<file path="src/rtl/md5_pkg.sv">
// Shared MD5 constants, round helpers and the engine FSM state type.
// Everything here is pure combinational lookup and can be used in any context.
package md5_pkg;

    typedef enum logic [1:0] {
        ST_IDLE,
        ST_RUN,
        ST_FINAL,
        ST_DONE
    } md5_state_t;

    localparam logic [31:0] IV_A = 32'h67452301;
    localparam logic [31:0] IV_B = 32'hefcdab89;
    localparam logic [31:0] IV_C = 32'h98badcfe;
    localparam logic [31:0] IV_D = 32'h10325476;

    localparam logic [31:0] K_TABLE [0:63] = '{
        32'hd76aa478, 32'he8c7b756, 32'h242070db, 32'hc1bdceee, 32'hf57c0faf, 32'h4787c62a, 32'ha8304613, 32'hfd469501,
        32'h698098d8, 32'h8b44f7af, 32'hffff5bb1, 32'h895cd7be, 32'h6b901122, 32'hfd987193, 32'ha679438e, 32'h49b40821,
        32'hf61e2562, 32'hc040b340, 32'h265e5a51, 32'he9b6c7aa, 32'hd62f105d, 32'h02441453, 32'hd8a1e681, 32'he7d3fbc8,
        32'h21e1cde6, 32'hc33707d6, 32'hf4d50d87, 32'h455a14ed, 32'ha9e3e905, 32'hfcefa3f8, 32'h676f02d9, 32'h8d2a4c8a,
        32'hfffa3942, 32'h8771f681, 32'h6d9d6122, 32'hfde5380c, 32'ha4beea44, 32'h4bdecfa9, 32'hf6bb4b60, 32'hbebfbc70,
        32'h289b7ec6, 32'heaa127fa, 32'hd4ef3085, 32'h04881d05, 32'hd9d4d039, 32'he6db99e5, 32'h1fa27cf8, 32'hc4ac5665,
        32'hf4292244, 32'h432aff97, 32'hab9423a7, 32'hfc93a039, 32'h655b59c3, 32'h8f0ccc92, 32'hffeff47d, 32'h85845dd1,
        32'h6fa87e4f, 32'hfe2ce6e0, 32'ha3014314, 32'h4e0811a1, 32'hf7537e82, 32'hbd3af235, 32'h2ad7d2bb, 32'heb86d391
    };

    function automatic logic [31:0] bswap32(input logic [31:0] w);
        return {w[7:0], w[15:8], w[23:16], w[31:24]};
    endfunction

    // Message word index; the low four step bits suffice because 16*k vanishes mod 16.
    function automatic logic [3:0] g_index(input logic [5:0] idx);
        logic [3:0] i4;
        logic [3:0] g;
        i4 = idx[3:0];
        case (idx[5:4])
            2'd0:    g = i4;
            2'd1:    g = i4 * 4'd5 + 4'd1;
            2'd2:    g = i4 * 4'd3 + 4'd5;
            default: g = i4 * 4'd7;
        endcase
        return g;
    endfunction

    function automatic logic [4:0] shift_amt(input logic [5:0] idx);
        logic [4:0] s;
        case ({idx[5:4], idx[1:0]})
            4'h0: s = 5'd7;   4'h1: s = 5'd12;  4'h2: s = 5'd17;  4'h3: s = 5'd22;
            4'h4: s = 5'd5;   4'h5: s = 5'd9;   4'h6: s = 5'd14;  4'h7: s = 5'd20;
            4'h8: s = 5'd4;   4'h9: s = 5'd11;  4'ha: s = 5'd16;  4'hb: s = 5'd23;
            4'hc: s = 5'd6;   4'hd: s = 5'd10;  4'he: s = 5'd15;  default: s = 5'd21;
        endcase
        return s;
    endfunction

    function automatic logic [31:0] md5_func(input logic [5:0] idx, input logic [31:0] b,
                                             input logic [31:0] c, input logic [31:0] d);
        logic [31:0] f;
        case (idx[5:4])
            2'd0:    f = (b & c) | (~b & d);
            2'd1:    f = (b & d) | (c & ~d);
            2'd2:    f = b ^ c ^ d;
            default: f = c ^ (b | ~d);
        endcase
        return f;
    endfunction

endpackage

</file>
<file path="src/rtl/md5_step.sv">
// One combinational MD5 step; the core chains several of these per clock.
module md5_step
    import md5_pkg::*;
(
    input  logic [31:0] a_in,
    input  logic [31:0] b_in,
    input  logic [31:0] c_in,
    input  logic [31:0] d_in,
    input  logic [31:0] m_word,
    input  logic [5:0]  step_idx,
    output logic [31:0] a_out,
    output logic [31:0] b_out,
    output logic [31:0] c_out,
    output logic [31:0] d_out
);

    logic [31:0] sum;
    logic [31:0] rot;
    logic [4:0]  s;

    always_comb begin
        sum = a_in + md5_func(step_idx, b_in, c_in, d_in) + K_TABLE[step_idx] + m_word;
        s   = shift_amt(step_idx);
        // Shift amounts are never zero, so the right shift never reaches 32.
        rot = (sum << s) | (sum >> (6'd32 - {1'b0, s}));
    end

    assign a_out = d_in;
    assign b_out = b_in + rot;
    assign c_out = b_in;
    assign d_out = c_in;

endmodule

</file>
<file path="src/rtl/md5_iter_core.sv">
// Iterative MD5 compression of one 512-bit block with chaining IV, stall and target compare.
// ROUNDS_PER_CYCLE steps are evaluated per enabled clock by a chain of md5_step instances.
module md5_iter_core
    import md5_pkg::*;
#(
    parameter int ROUNDS_PER_CYCLE = 1,
    parameter int COMPARE_EN       = 1
) (
    input  logic         clk,
    input  logic         reset,
    input  logic         en,
    input  logic         in_valid,
    output logic         in_ready,
    input  logic [511:0] mesg,
    input  logic         chain,
    input  logic [127:0] iv,
    input  logic [127:0] target,
    output logic         out_valid,
    input  logic         out_ready,
    output logic [127:0] digest,
    output logic         match
);

    localparam int R = ROUNDS_PER_CYCLE;

    if (!(R == 1 || R == 2 || R == 4 || R == 8 || R == 16)) begin : g_bad_rounds
        $error("md5_iter_core: ROUNDS_PER_CYCLE must be 1, 2, 4, 8 or 16");
    end

    md5_state_t   state_reg, state_next;
    logic [5:0]   step_reg;
    logic [31:0]  msg_reg [16];
    logic [31:0]  a_reg, b_reg, c_reg, d_reg;
    logic [31:0]  iv_a_reg, iv_b_reg, iv_c_reg, iv_d_reg;
    logic [127:0] target_reg;
    logic [127:0] digest_reg;
    logic         out_valid_reg;
    logic         match_reg;

    logic         accept;
    logic         last_step;
    logic [31:0]  ca [R+1];
    logic [31:0]  cb [R+1];
    logic [31:0]  cc [R+1];
    logic [31:0]  cd [R+1];
    logic [127:0] digest_final;

    assign in_ready  = (state_reg == ST_IDLE) && !reset;
    assign accept    = en && in_valid && in_ready;
    assign last_step = (step_reg == 6'(64 - R));

    assign ca[0] = a_reg;
    assign cb[0] = b_reg;
    assign cc[0] = c_reg;
    assign cd[0] = d_reg;

    for (genvar gi = 0; gi < R; gi++) begin : g_step
        logic [5:0] step_idx;
        assign step_idx = step_reg + 6'(gi);
        md5_step u_step (
            .a_in    (ca[gi]),
            .b_in    (cb[gi]),
            .c_in    (cc[gi]),
            .d_in    (cd[gi]),
            .m_word  (msg_reg[g_index(step_idx)]),
            .step_idx(step_idx),
            .a_out   (ca[gi+1]),
            .b_out   (cb[gi+1]),
            .c_out   (cc[gi+1]),
            .d_out   (cd[gi+1])
        );
    end

    assign digest_final = {bswap32(a_reg + iv_a_reg), bswap32(b_reg + iv_b_reg),
                           bswap32(c_reg + iv_c_reg), bswap32(d_reg + iv_d_reg)};

    always_ff @(posedge clk) begin
        if (reset) state_reg <= ST_IDLE;
        else       state_reg <= state_next;
    end

    always_comb begin
        state_next = state_reg;
        if (en) begin
            case (state_reg)
                ST_IDLE:  if (accept) state_next = ST_RUN;
                ST_RUN:   if (last_step) state_next = ST_FINAL;
                ST_FINAL: state_next = ST_DONE;
                ST_DONE:  if (out_ready) state_next = ST_IDLE;
                default:  state_next = ST_IDLE;
            endcase
        end
    end

    always_ff @(posedge clk) begin
        if (reset) begin
            step_reg      <= '0;
            out_valid_reg <= 1'b0;
            digest_reg    <= '0;
            match_reg     <= 1'b0;
        end else if (en) begin
            case (state_reg)
                ST_IDLE: begin
                    if (accept) begin
                        for (int j = 0; j < 16; j++) msg_reg[j] <= bswap32(mesg[511 - 32*j -: 32]);
                        target_reg <= target;
                        step_reg   <= '0;
                        a_reg      <= chain ? bswap32(iv[127:96]) : IV_A;
                        b_reg      <= chain ? bswap32(iv[95:64])  : IV_B;
                        c_reg      <= chain ? bswap32(iv[63:32])  : IV_C;
                        d_reg      <= chain ? bswap32(iv[31:0])   : IV_D;
                        iv_a_reg   <= chain ? bswap32(iv[127:96]) : IV_A;
                        iv_b_reg   <= chain ? bswap32(iv[95:64])  : IV_B;
                        iv_c_reg   <= chain ? bswap32(iv[63:32])  : IV_C;
                        iv_d_reg   <= chain ? bswap32(iv[31:0])   : IV_D;
                    end
                end
                ST_RUN: begin
                    a_reg    <= ca[R];
                    b_reg    <= cb[R];
                    c_reg    <= cc[R];
                    d_reg    <= cd[R];
                    step_reg <= step_reg + 6'(R);
                end
                ST_FINAL: begin
                    digest_reg    <= digest_final;
                    match_reg     <= (COMPARE_EN != 0) && (digest_final == target_reg);
                    out_valid_reg <= 1'b1;
                end
                ST_DONE: begin
                    if (out_ready) out_valid_reg <= 1'b0;
                end
                default: ;
            endcase
        end
    end

    assign out_valid = out_valid_reg;
    assign digest    = digest_reg;
    assign match     = match_reg;

endmodule

</file>
<file path="config.mk">
export PLATFORM = sky130hd
export DESIGN_NAME = md5_iter_core
export DESIGN_NICKNAME = d
export VERILOG_FILES = /design/src/rtl/md5_pkg.sv /design/src/rtl/md5_step.sv /design/src/rtl/md5_iter_core.sv
export SDC_FILE = /design/constraint.sdc
export NUM_CORES = 2
export LEC_CHECK = 0
export BUFFER_PORTS_ARGS = -buffer_cell sky130_fd_sc_hd__buf_2
export CORE_MARGIN = 3
export CORE_UTILIZATION = 39
export DETAILED_ROUTE_END_ITERATION = 10
export SLEW_MARGIN = 20
export SYNTH_ARGS = -nofsm -noshare
export SYNTH_HDL_FRONTEND = slang
export SYNTH_SLANG_ARGS = --single-unit
</file>
<file path="constraint.sdc">
create_clock -name clk -period 15.8 [get_ports clk]
set_clock_uncertainty 0.15 [all_clocks]
set_input_delay 1.58 -clock clk [delete_from_list [all_inputs] [get_ports clk]]
set_output_delay 1.58 -clock clk [all_outputs]
set_load 0.05 [all_outputs]
</file>
# == Yosys cells after proc, flatten, opt, wreduce, memory -nomap -nowiden ==
# Memory sizes are Yosys's and may differ from the RTL's. A register that Yosys moved wholly into a read port is not among the register bits.
# Index checks and enable logic that the tools add are counted.
# word_totals
regBits,522
ram_bits,512
mem_bits_ro,2128
output_inout_bits,131
elab_cells,105
n_memories,3
# memory_table
memory,depth,width,read_ports,rd_clocked_by_memory_dff,wr,line_no,source
(name not given),64,32,1,0,0,md5_step.sv:22,"sum = a_in + md5_func(step_idx, b_in, c_in, d_in) + K_TABLE[step_idx] + m_word;"
msg_reg,16,32,1,0,16,md5_iter_core.sv:32,logic [31:0] msg_reg [16];
(name not given),16,5,1,1,0,md5_pkg.sv:48,"case ({idx[5:4], idx[1:0]})"
# op_classes
addsub,12
multipliers,3
n_lt_le_gt_ge,1
eq_ne,10
shift,2
mux,31
bitwise_logic,15
n_reduce_logical,14
# ops
operator,count
$mux 32,10
$add 32x32->32,8
$pmux 32 s2,4
$and 32x32->32,4
$eq 128x128->1,1
$or 32x32->32,4
$pmux 32 s3,1
$xor 32x32->32,3
$not 32->32,2
$shl 32x5->32,1
$shr 32x6->32,1
$pmux 4 s3,1
$pmux 6 s2,1
$reduce_and 4->1,3
$mul 4x3->4 const B,2
$mux 4,2
$pmux 2 s4,1
$ge 7x7->1 const B,1
$not 6->7,1
$add 6x1->6 const B,1
$eq 2x2->1 const B,3
$eq 6x6->1 const B,1
$mux 1,6
$mux 2,3
15 further kinds,23

# == Depth between registers and ports, before layout ==
# logic_depth
ltp_word,11
ltp_mapped,46

# == Hierarchy ==
# Synthesis repeated with hierarchy kept, for this count alone.
# hier_totals
cells_unflattened,5695
area_unflattened_um2,62582.5
# by_module_without_submodules
module,n_inst,cells_each,area_per_inst_um2,seq_area_each_um2
md5_iter_core,1,3532,48161.2,29668.5
md5_step,1,2163,14421.3,0.0

# == Worst setup path after synthesis ==
# Ideal clock, no wire load.
# synth_path
path_kind,input-to-reg
start,input port reset
end,memory msg_reg[0][0] (enable)
setup_time_ns,0.857
t_arrival_ns,11.909
t_required_ns,14.793
setup_slack_ns,2.884
path_stages,4
path_buffers,1
cell_sequence,clkbuf_1 -> inv_1 -> nand4_1 -> inv_1
# synth_rtl
element,line_no,source
start: declaration,md5_iter_core.sv:10,"input logic reset,"
end: declaration,md5_iter_core.sv:32,

# == Final worst setup path ==
# layout_path
start,register step_reg[1]
end,"register b_reg[28], data pin"
# layout_between
elab_chain_len,10
# layout_lines
element,line_no,source
start: declaration,md5_iter_core.sv:31,logic [5:0] step_reg;
start signal: assignment,md5_iter_core.sv:123,step_reg <= step_reg + 6'(R);
branches (longest 5 deep; another with $mem_v2 16x32),n/a,
$add 32x32->32 (*),md5_step.sv:22,
$shr 32x6->32 or $shl 32x5->32 (tied branches),md5_step.sv:25,"rot = (sum << s) | (sum >> (6'd32 - {1'b0, s}));"
$or 32x32->32 (*),md5_step.sv:25,
$add 32x32->32 (*),md5_step.sv:29,assign b_out = b_in + rot;
$pmux 32 s2 (*),md5_iter_core.sv:102,case (state_reg)
end signal: assignment,md5_iter_core.sv:109,b_reg <= chain ? bswap32(iv[95:64]) : IV_B;
end signal: assignment,md5_iter_core.sv:120,b_reg <= cb[R];
end: declaration,md5_iter_core.sv:33,"logic [31:0] a_reg, b_reg, c_reg, d_reg;"
# Mark *: on every way between the ends. The select of a mux whose other input is x is not followed.
# A chain may end at the register's enable or synchronous reset.

==> results.md <==
* Nets at 7,470
* Clk sinks at 1,039
* Full die area at 0.165 sq mm
* Buf+Inv Stages, Crit Path at 4
* Post-synth cell types at about 100
* Met1 wire length at around 110 mm
* Routed len/inst at between 30 and 40 um
* DR vias/cell at about 6
* Post-DP HPWL at about 210 mm
* Largest net degree at the start of global routing at 211
* Number of global-route vias before repair at just under 50,000
* Clock power share at a little under a third
* CP required at between 15 and 20 ns
* Outcome: completed
* Slowest cell on crit path: clkinv_1
* FMAX at 80.8 MHz
* Hold_ws at 0.299 ns
* CP dominant cell by count: a21oi_1
* Critical Path AT at 12.74 ns
* Residual DRC at 0
* Origin of the worst min-delay path: digest[108]
* Crit Path Max Fanout at 31
* Slew Limit Fails at 0
* Clock Tree Buf Depth at 3
* Cell Pwr Density at 119 mW/mm^2
* I/O pin cnt at 905
* # H-tree levels at 3
* Via Count at ~50,000
* Antenna violations before repair at 63
* Synth area leader: edfxtp_1
* Sequential area share after synthesis at 47.8%
* Share of flip-flops with an asynchronous set or reset at 0%
* Crit-path max cell delay at 0.58 ns
* Post-CTS setup repair buffer count at 0
* Sw Ratio at roughly 34%
* 1st-iter DRT viols at 5,638
* Final Worst Setup Slack at 3.43 ns
* Core area at 0.159 sq mm
* Min cycle time layout at 12.37 ns
* Psw at 2980 uW
* Top FF cell, synth: edfxtp_1
* Chip Height at ~400 um
* Starting density of the core at 39.3%
* Top cell type's share of synthesized area at 43.2%
* Share of cells above drive strength 1 at 23.5%
* R2R Setup Slk at 3.43 ns
* CTS buffer count at 112
* Max layer used: met5
* Routed length on met2 at 122 mm
* CTS Root Cell: clkbuf_16
* Worst setup EP type: flip-flop
* # rows at 146
* Routed Wire Length at 261 mm
* Period utilization at 78.3%
* YS warnings at 0
* Area growth, synth to finish at 16.6%
* Setup Viol. Count Final at 0
* Commonest cells post-synth: edfxtp_1 (896), nand2_1 (536), a21oi_1 (516), nor2_1 (377), clkbuf_1 (264)
* Pre-CTS setup slack at 3.11 ns
* Critical Path Source Type: flip-flop
* Post-synth EDFFs at 896
* Mapped cell area at about 0.062 sq mm
* Slew HR at 21.9%
* WL met3 at 20.2 mm
* CTS tree: built
* Clock-pin slew on the worst setup and hold paths at approximately 0.07 ns
* Worst path top cell family by delay: compound AO/OA/AOI/OAI gates
* Leak pwr at 0.0280 uW
* Max reg flops at 512
* Final hold vios at 0
* Antenna Nets Post-Route at 0
* Setup TNS at 0 ns
* Most frequent cell after synthesis: edfxtp_1
* GRT Total Usage at ~31%
* First-pass DRT Iterations at 7
* Tightest Pin Transition at 1.16 ns
* Avg Cell Area, Syn at 11.0 sq um
* Combinational power share at 32.3%
* Post-synth net total at between 6,000 and 7,000
* Synth top area cells: edfxtp_1 (43%), mux4_2 (5.3%), dfxtp_1 (4.6%)
* IO buf count at 904
* RR Startpoint: step_reg[1]
* Clock latency on the worst-skew pair at 0.77 ns
* Sequential share of power at 36.6%
* Gpl congestion at about 1
* VDD IR-drop max at 92.3 uV
* CP Launch Point: step_reg[1]
* CTS resizes at 0
* Int Pwr at 5670 uW
* Post-Syn Instances at about 5,600
* HP Class: flip-flop to flip-flop
* RSZ-0062 raised after global routing: no
* Synthesized flop and latch total at 1,039
* Hold Buf Count CTS at 0
* Max Cap Violations at 0
* First-pass GRT wire length at 361 mm
* CP Class: flip-flop to flip-flop
* Die Width at 406 um
* GRT overflow at 0
## final timing paths
path,to,depth (start not counted)
setup / recovery,b_reg[28],40
hold / removal,digest[108],2
setup reg to reg,b_reg[28],40
hold reg to reg,digest[108],2
## cell usage in the layout, fill, tap and decap left out, types with 145 or more instances in the layout
cell and instances:
buf_2 902, edfxtp_1 896, nand2_1 535, a21oi_1 516, nor2_1 377, ha_1 223
o21ai_0 208, inv_1 208, xnor2_1 178, mux2_2 158, nor3_1 155, mux4_2 145
## kinds of logic (layout without fill, tap and decap cells)
kind of cell	after synthesis	in the layout	share of synthesized area, %
xor+xnor	329	329	5.33
mux	405	405	9.77
simple gates	1589	1589	12.1
fa+ha+maj	292	292	6.69
compound gates	1445	1445	15.0
other cells	0	23	0
flops	1039	1039	47.8
buf+inv	550	1402	3.38
## worst min-delay path, cell delays in order, from the launching register on
cell,delay (ns)
dfxtp_1,0.31
nand2_1,0.05
a21oi_1,0.05
## power groups by stage
stage / combinational (uW) / clock [uW] / sequential (uW)
4_1_cts: 2760 / 2740 / 3160
2_1_floorplan: 1800 / 0 / 3220
5_1_grt: 2990 / 2840 / 3170
3_3_place_gp: 2740 / 0 / 3220
3_5_place_dp: 2750 / 0 / 3220
6_report: 2790 / 2700 / 3160
## routing by layer
metal / global-route usage (%) / vias to the layer above
li1: - / 22800
met1: 40.1 / 25000
met2: 50.3 / 2632
met3: 5.45 / 490
met4: 13.3 / 46
met5: 0 / -
## layout make-up
cell class              count  area [sq um]
diodes                     23          57.6
inverters                 216           828
fillers                 14800         85900
flip-flops and latches   1039         29800
well taps                2072          2590
clock buffers             137          3010
clock inverters            74           724
repair buffers            975          5170
multi-input cells        4060         30500
## per-stage QoR
| stage | instance area [sq um] | total power, uW | instances | util (%) |
|---|---|---|---|---|
| 2_1_floorplan | 62300 | 5020 | 5649 | - |
| 3_3_place_gp | 68900 | 5960 | 8360 | 43.4 |
| 6_report | 72700 | 8660 | 8596 | 45.9 |
| 3_5_place_dp | 68900 | 5970 | 8360 | 43.4 |
| 4_1_cts | 72600 | 8660 | 8571 | 45.8 |
| 5_1_grt | 72700 | 9000 | 8583 | 45.8 |
(Power assumes the default switching activity.)
